$ cat src/rtl/reset_sequencer_pkg.sv
// Shared types and default sizing for the reset sequencer.
// RST_SEQ_TIMEOUT_EN adds the ERROR state used by the per-stage ready timeout.
package reset_sequencer_pkg;

  localparam int DEF_STAGES         = 3;
  localparam int DEF_HOLD_CYCLES    = 16;
  localparam int DEF_TIMEOUT_CYCLES = 1024;

  typedef enum logic [2:0] {
    ST_ASSERT,
    ST_WAIT,
    ST_GAP,
    ST_DONE
`ifdef RST_SEQ_TIMEOUT_EN
    , ST_ERROR
`endif
  } seq_state_t;

  // A single-stage build still needs a 1-bit index port.
  function automatic int idx_width(input int n);
    return (n > 1) ? $clog2(n) : 1;
  endfunction

endpackage

$ cat src/rtl/reset_sequencer_synchroniser.sv
// Reset synchroniser: asserts together with async_reset, releases on the second clk edge after it drops.
module reset_synchroniser (
  input  logic clk,
  input  logic async_reset,
  output logic sync_reset
);

  logic meta;

  always_ff @(posedge clk or posedge async_reset) begin
    if (async_reset) begin
      meta       <= 1'b1;
      sync_reset <= 1'b1;
    end else begin
      meta       <= 1'b0;
      sync_reset <= meta;
    end
  end

endmodule

$ cat src/rtl/reset_sequencer.sv
// Releases STAGES reset domains in index order, each after a hold gap and the previous stage's ready.
// Build option RST_SEQ_TIMEOUT_EN: per-stage ready timeout with a sticky timeout_err and ERROR state.
//   state  | meaning
//   ASSERT | all resets held, counting the initial hold
//   WAIT   | stage active_stage released, waiting for its ready
//   GAP    | counting the gap before releasing the next stage
//   DONE   | every stage released and acknowledged
//   ERROR  | ready timeout, all resets re-held until a restart
module reset_sequencer
  import reset_sequencer_pkg::*;
#(
  parameter int STAGES         = DEF_STAGES,
  parameter int HOLD_CYCLES    = DEF_HOLD_CYCLES,
  parameter int TIMEOUT_CYCLES = DEF_TIMEOUT_CYCLES
) (
  input  logic                           clk,
  input  logic                           async_reset,
  input  logic                           sw_reset_req,
  input  logic [STAGES-1:0]              stage_ready,
  output logic [STAGES-1:0]              stage_reset,
  output logic [idx_width(STAGES)-1:0]   active_stage,
  output logic                           seq_busy,
  output logic                           seq_done,
  output logic                           timeout_err
);

  localparam int AW       = idx_width(STAGES);
  localparam int CNT_MAX  = (HOLD_CYCLES > TIMEOUT_CYCLES) ? HOLD_CYCLES : TIMEOUT_CYCLES;
  localparam int CW       = $clog2(CNT_MAX + 1);

  localparam logic [CW-1:0] HOLD_LAST  = CW'(HOLD_CYCLES - 1);
  localparam logic [AW-1:0] LAST_STAGE = AW'(STAGES - 1);
`ifdef RST_SEQ_TIMEOUT_EN
  localparam logic [CW-1:0] TIMEOUT_LAST = CW'(TIMEOUT_CYCLES - 1);
`endif

  logic          rst;
  seq_state_t    state;
  logic [CW-1:0] cnt;
  logic [AW-1:0] next_stage;

  reset_synchroniser u_sync (
    .clk         (clk),
    .async_reset (async_reset),
    .sync_reset  (rst)
  );

  assign next_stage = active_stage + 1'b1;

`ifndef RST_SEQ_TIMEOUT_EN
  assign timeout_err = 1'b0;
`endif

  always_ff @(posedge clk or posedge rst) begin
    if (rst) begin
      state        <= ST_ASSERT;
      cnt          <= '0;
      stage_reset  <= '1;
      active_stage <= '0;
      seq_busy     <= 1'b1;
      seq_done     <= 1'b0;
`ifdef RST_SEQ_TIMEOUT_EN
      timeout_err  <= 1'b0;
`endif
    end else if (sw_reset_req) begin
      // A soft restart outranks any ready or terminal count seen on the same edge.
      state        <= ST_ASSERT;
      cnt          <= '0;
      stage_reset  <= '1;
      active_stage <= '0;
      seq_busy     <= 1'b1;
      seq_done     <= 1'b0;
`ifdef RST_SEQ_TIMEOUT_EN
      timeout_err  <= 1'b0;
`endif
    end else begin
      case (state)
        ST_ASSERT: begin
          if (cnt == HOLD_LAST) begin
            cnt            <= '0;
            stage_reset[0] <= 1'b0;
            active_stage   <= '0;
            state          <= ST_WAIT;
          end else begin
            cnt <= cnt + 1'b1;
          end
        end
        ST_WAIT: begin
          if (stage_ready[active_stage]) begin
            cnt <= '0;
            if (active_stage == LAST_STAGE) begin
              state    <= ST_DONE;
              seq_busy <= 1'b0;
              seq_done <= 1'b1;
            end else begin
              state <= ST_GAP;
            end
          end
`ifdef RST_SEQ_TIMEOUT_EN
          else if (cnt == TIMEOUT_LAST) begin
            cnt         <= '0;
            stage_reset <= '1;
            timeout_err <= 1'b1;
            state       <= ST_ERROR;
          end else begin
            cnt <= cnt + 1'b1;
          end
`endif
        end
        ST_GAP: begin
          if (cnt == HOLD_LAST) begin
            cnt                     <= '0;
            active_stage            <= next_stage;
            stage_reset[next_stage] <= 1'b0;
            state                   <= ST_WAIT;
          end else begin
            cnt <= cnt + 1'b1;
          end
        end
        ST_DONE: begin
        end
`ifdef RST_SEQ_TIMEOUT_EN
        ST_ERROR: begin
          stage_reset <= '1;
        end
`endif
        default: begin
          state        <= ST_ASSERT;
          cnt          <= '0;
          stage_reset  <= '1;
          active_stage <= '0;
          seq_busy     <= 1'b1;
          seq_done     <= 1'b0;
        end
      endcase
    end
  end

endmodule

$ cat config.mk
export PLATFORM = sky130hd
export DESIGN_NAME = reset_sequencer
export DESIGN_NICKNAME = d
export VERILOG_FILES = /design/src/rtl/reset_sequencer_pkg.sv /design/src/rtl/reset_sequencer_synchroniser.sv /design/src/rtl/reset_sequencer.sv
export SDC_FILE = /design/constraint.sdc
export NUM_CORES = 1
export LEC_CHECK = 0
export CORE_MARGIN = 4
export CORE_UTILIZATION = 49
export DETAILED_ROUTE_END_ITERATION = 8
export GPL_ROUTABILITY_DRIVEN = 1
export PLACE_DENSITY = 0.74
export REMOVE_ABC_BUFFERS = 1
export SLEW_MARGIN = 20
export SYNTH_ARGS = -nofsm -noshare
export SYNTH_HDL_FRONTEND = slang
export SYNTH_HIERARCHICAL = 1
export SYNTH_SLANG_ARGS = --single-unit
$ cat constraint.sdc
create_clock -name clk -period 0.8 [get_ports clk]
set_input_delay 0.08 -clock clk [delete_from_list [all_inputs] [get_ports clk]]
set_output_delay 0.08 -clock clk [all_outputs]
set_load 0.02 [all_outputs]
# Word level (Yosys, flattened, before mapping)
# Cells that the tools add are included.
# totals
latch_bits,0
input_bits,6
romBits,0
elab_cells,71
ramBits,0
regBits,23
memories,0
out_inout_bits,8
# classes
n_lt_le_gt_ge,3
n_mul,0
mux,30
div_mod_pow,0
bitwise_logic,2
n_reduce_logical,11
n_eq_ne,14
addsub,2
n_shift,0
# op_table
operator,count
two-way mux 11 bit,3
case mux 11 bit (3 select lines),1
two-way mux 3 bit,5
"inequality test 3 bit, second input constant",4
"adder 11 x 1 -> 11 bit, second input constant",1
"equality test 11 x 4 -> 1 bit, second input constant",1
two-way mux 1 bit,10
case mux 3 bit (3 select lines),1
AND reduction 3 bit,3
"equality test 3 x 2 -> 1 bit, second input constant",2
"< comparator 2 x 3 -> 1 bit, second input constant",2
two-way mux 2 bit,3
"inequality test 2 x 1 -> 1 bit, second input constant",3
case mux 2 bit (3 select lines),1
OR reduction 3 bit,2
case mux 1 bit (2 select lines),2
case mux 2 bit (2 select lines),1
AND reduction 2 bit,2
OR reduction 2 bit,2
AND 3 bit,1
"equality test 3 x 1 -> 1 bit, second input constant",1
zero test 3 bit,1
"inequality test 3 x 1 -> 1 bit, second input constant",1
inverter 3 bit,1
8 further kinds,8

# Longest topological paths before layout
# logic_depth
ltp_word,10
depth_mapped,6
ltp_nobuf,5

# Hierarchy
# The synthesis kept the hierarchy.
# modules_own_cells
module,cells_per_inst,seq_area_each_um2,n_inst,area_per_inst_um2
reset_sequencer,115,505.5,1,1177.4
reset_synchroniser,4,52.6,1,60.1

# Worst setup path before layout
# Ideal clock, no wire load.
# synth_path
path_type,flip-flop to flip-flop
start,register cnt[0]
end,register cnt[6]
stages_incl_launch_ff,7
period_less_slack_ns,1.644
t_required_ns,0.718
path_buffers,1
t_arrival_ns,1.562
setup_time_ns,0.082
slack_ns,-0.844
cell_sequence,dfrtp_1 > ha_1 > and4b_4 > a311oi_4 > buf_6 > o21ai_1 > a31oi_1
# synth_via
elab_chain_cells,4
word_cells_on_any_way,5
classes_between,1 x add/sub; 1 x eq/ne; 3 x mux
# synth_rtl
item,line_no,rtl
from (decl),reset_sequencer.sv:39,logic [CW-1:0] cnt;
from (signal assigned),reset_sequencer.sv:85,cnt <= cnt + 1'b1;
from (signal assigned),reset_sequencer.sv:117,cnt <= cnt + 1'b1;
adder 11 x 1 -> 11 bit / equality test 11 x 4 -> 1 bit (equally long branches),--,
two-way mux 11 bit (*),"reset_sequencer.sv:79, reset_sequencer.sv:111",
case mux 11 bit (3 select lines) (*),reset_sequencer.sv:77,case (state)
two-way mux 11 bit (*),reset_sequencer.sv:65,end else if (sw_reset_req) begin
# Mark *: on every way between the ends. The rest lies on a longest branch, timed or not.
# A chain may end at the register's enable or synchronous reset.

# Worst setup path after layout
# layout_path
start,register active_stage[1]
end,register cnt[10]
# layout_via
elab_chain_cells,4
# layout_rtl
item,line_no,rtl
from (decl),reset_sequencer.sv:21,"output logic [idx_width(STAGES)-1:0] active_stage,"
from (signal assigned),reset_sequencer.sv:113,active_stage <= next_stage;
binary-select mux 1 bit (select 2 bit),reset_sequencer.sv:89,if (stage_ready[active_stage]) begin
two-way mux 1 bit (implied by the code),reset_sequencer.sv:89,
inequality test 3 bit (no source line),--,
AND reduction 2 bit (no source line),--,
# Every way passes these cells. The select of a mux whose other input is x is not followed.

==> qor.txt <==
Async SR Flop Fraction: 100%
dominant synthesized flop cell: dfrtp_1
initial antenna violation count: 0
IO buf count: 12
Core ar.: 2300 um2
VDD IR-drop max: 0.00114 V
most frequent cells in the layout: buf_4 (36), dfrtp_1 (16), buf_6 (12), nand2_1 (10), a21oi_1 (8)
n_diodes: 0
CP dominant cell by count: buf_4
Slew Viols, Final: 0
global-route wire length before repair: 6070 um
Global Route Usage Sum: 23.8%
Wirelength per Cell: 18.9 um
status: finished with violations
largest net degree at the start of global routing: 21
CTS tree: done
die outline height: 58.3 um
DR DRC count: 0
PnR worst setup slack: -821 ps
Crit Reg-Reg Endpoint: cnt[10]
post-DP HPWL: 2300 um
Seq/Total Area, Yosys: 45.1%
main area contributors after synthesis: dfrtp_1 (32%), dfstp_2 (13%), ha_1 (5.1%)
syn_area_per_cell: 10.4 um2
Placer Congestion: 0.844
kind of critical path: reg -> reg
cell count of the worst reg-to-reg path: 5
final hold vios: 0
post-synth top area share: 32.4%
Syn. warnings: 6
filler instances: 141
Critical Path AT: 1830 ps
CP top delay family: flip-flops
total grt overflow: 0
P_leak: 0.827 nW
CP Data Required Time: 1010 ps
die area: 3390 um2
worst hold slack: 61.5 ps
Crit. End Element: flop
unrepaired setup endpoints after global routing: true
area delta synth->final: 49.7%
Critical Path Source Type: flop
most common cell after layout, fill and taps aside: buf_4
initial drt markers: 33
worst path cell trace: nor4bb_1, buf_4, a2111oi_4, buf_4, a221o_1
TritonCTS buffer count: 3
count of final setup violators: 27
Final ANT Viol Nets: 0
Final nets: 185
synthesized cell area: 1240 um2
Max Clock Skew: 1.88 ps
Power Dens Cells: 1210 nW/um2
root buffer cell: clkbuf_4
Post-synth EDFFs: 0
# H-tree levels: 1
Crit Reg-Reg Startpoint: active_stage[1]
peak per-stage delay on the critical path: 450 ps
cell row count: 17
failing checks: setup timing
worst min-delay path class: in -> async
Total Power: 2.24 mW
CP max-delay cell: dfrtp_1
Die X: 58.3 um
CTS Buffer Depth: 2
Worst-path clk slew: 130 ps
Mapped Cells: 119
min Tclk post-route: 1620 ps
Post-Route WL: 3810 um
maxcap violations: 0
Vias: 1204
clk_lat worst skew: 310 ps
Fmax: 0.617 GHz
#FFs+latches synth: 22
IO Pins: 14
Final period util: 203%
Worst Path Max Fanout: 7
CP Buf/Inv Count: 2
Initial Util: 53.9%
post-synthesis cell type count: 44
vias in the first global route: 1304
Vias/cell: 5.99
area leader, netlist: dfrtp_1
layout cells sized above 1: 46.8%
CTS sink count: 22
FF-to-FF setup slack: -820 ps
Pre-antenna DRT Iters: 5
## registers in the layout, summed over array words and instances, names as in the netlist
signal / flops
cnt: 11
stage_reset: 3
active_stage: 2
state: 2
seq_busy: 1
seq_done: 1
u_sync/meta: 1
u_sync/sync_reset: 1
## power by group
group / switching [mW] / internal [mW] / total [mW]
clock: 0.364 / 0.506 / 0.870
sequential: 0.0101 / 1.14 / 1.15
combinational: 0.112 / 0.118 / 0.229
total: 0.486 / 1.76 / 2.24
## area by class of cell
| type | instances | area (um2) | area share [%] |
|---|---|---|---|
| clock inverters | 1 | 30.0 | 1.62 |
| inverters | 8 | 33.8 | 1.82 |
| multi-input cells | 85 | 698 | 37.7 |
| clock buffers | 3 | 22.5 | 1.22 |
| repair buffers | 54 | 475 | 25.7 |
| flip-flops and latches | 22 | 558 | 30.1 |
| well taps | 28 | 35.0 | 1.89 |
## through the flow
stage                     util (%)  std cells  setup TNS, ps  worst slack, ps  instance area [um2]
after floorplan                  -        115         -15290             -922                 1210
after global placement        72.4        193         -17860             -872                 1660
after detailed placement      72.4        193         -19040             -970                 1660
after CTS                     78.9        201         -16820             -802                 1810
after global routing          80.7        201         -18180             -905                 1850
final                         80.7        201         -16740             -821                 1850
## cells in the mapped netlist, drive strengths merged, types with 2 or more instances
master and number:
dfstp 6, dfrtp 16, a21o 4, nor3 2, clkbuf 2, a31oi 2
nand4 3, a22o 2, o211ai 2, nor2 6, nand2 10, nor4 3
a21oi 10, o21ai 5, ha 5, inv 8, buf 2, nand3 6
a221o 2, mux2 2, conb 2
## timing repair
item                       in CTS  in global routing
resized for setup              58                 11
hold buffers                    0                  0
setup endpoints to repair      27                 27
cloned                          1                  0
pin swaps                      16                  9
setup buffers                   4                  1
## cells by family after synthesis
| kind of cell | share of synthesized area, % |
|---|---|
| xor+xnor | 0.708 |
| flops | 45.1 |
| other cells | 0.607 |
| simple gates | 18.2 |
| buf+inv | 4.55 |
| mux | 1.82 |
| fa+ha+maj | 5.06 |
| compound gates | 24.0 |
## metal layers
metal  global-route usage [%]  part of all wire (%)  up-vias
met5                        0                     0        -
met3                     2.90                   4.4       14
met2                     43.7                    52       50
li1                         -                     -      545
met4                     11.3                   2.5        0
met1                     27.0                    41      595
## worst max path at each step
stage / endpoint / start / cells past startpoint / slack [ps]
global placement: cnt[9] / stage_ready[1] / 6 / -870
finish: cnt[10] / active_stage[1] / 5 / -820
CTS: cnt[10] / cnt[8] / 5 / -800
floorplan: cnt[10] / cnt[0] / 5 / -920
detailed placement: cnt[10] / stage_ready[1] / 6 / -970
global route: active_stage[1] / cnt[8] / 5 / -910
## worst register-to-register path, stage by stage (launching register included)
cell	delay [ps]
dfrtp_1	450
nor4bb_1	340
buf_4	190
a2111oi_4	30
buf_4	180
a221o_1	330
(Power assumes the default switching activity.)
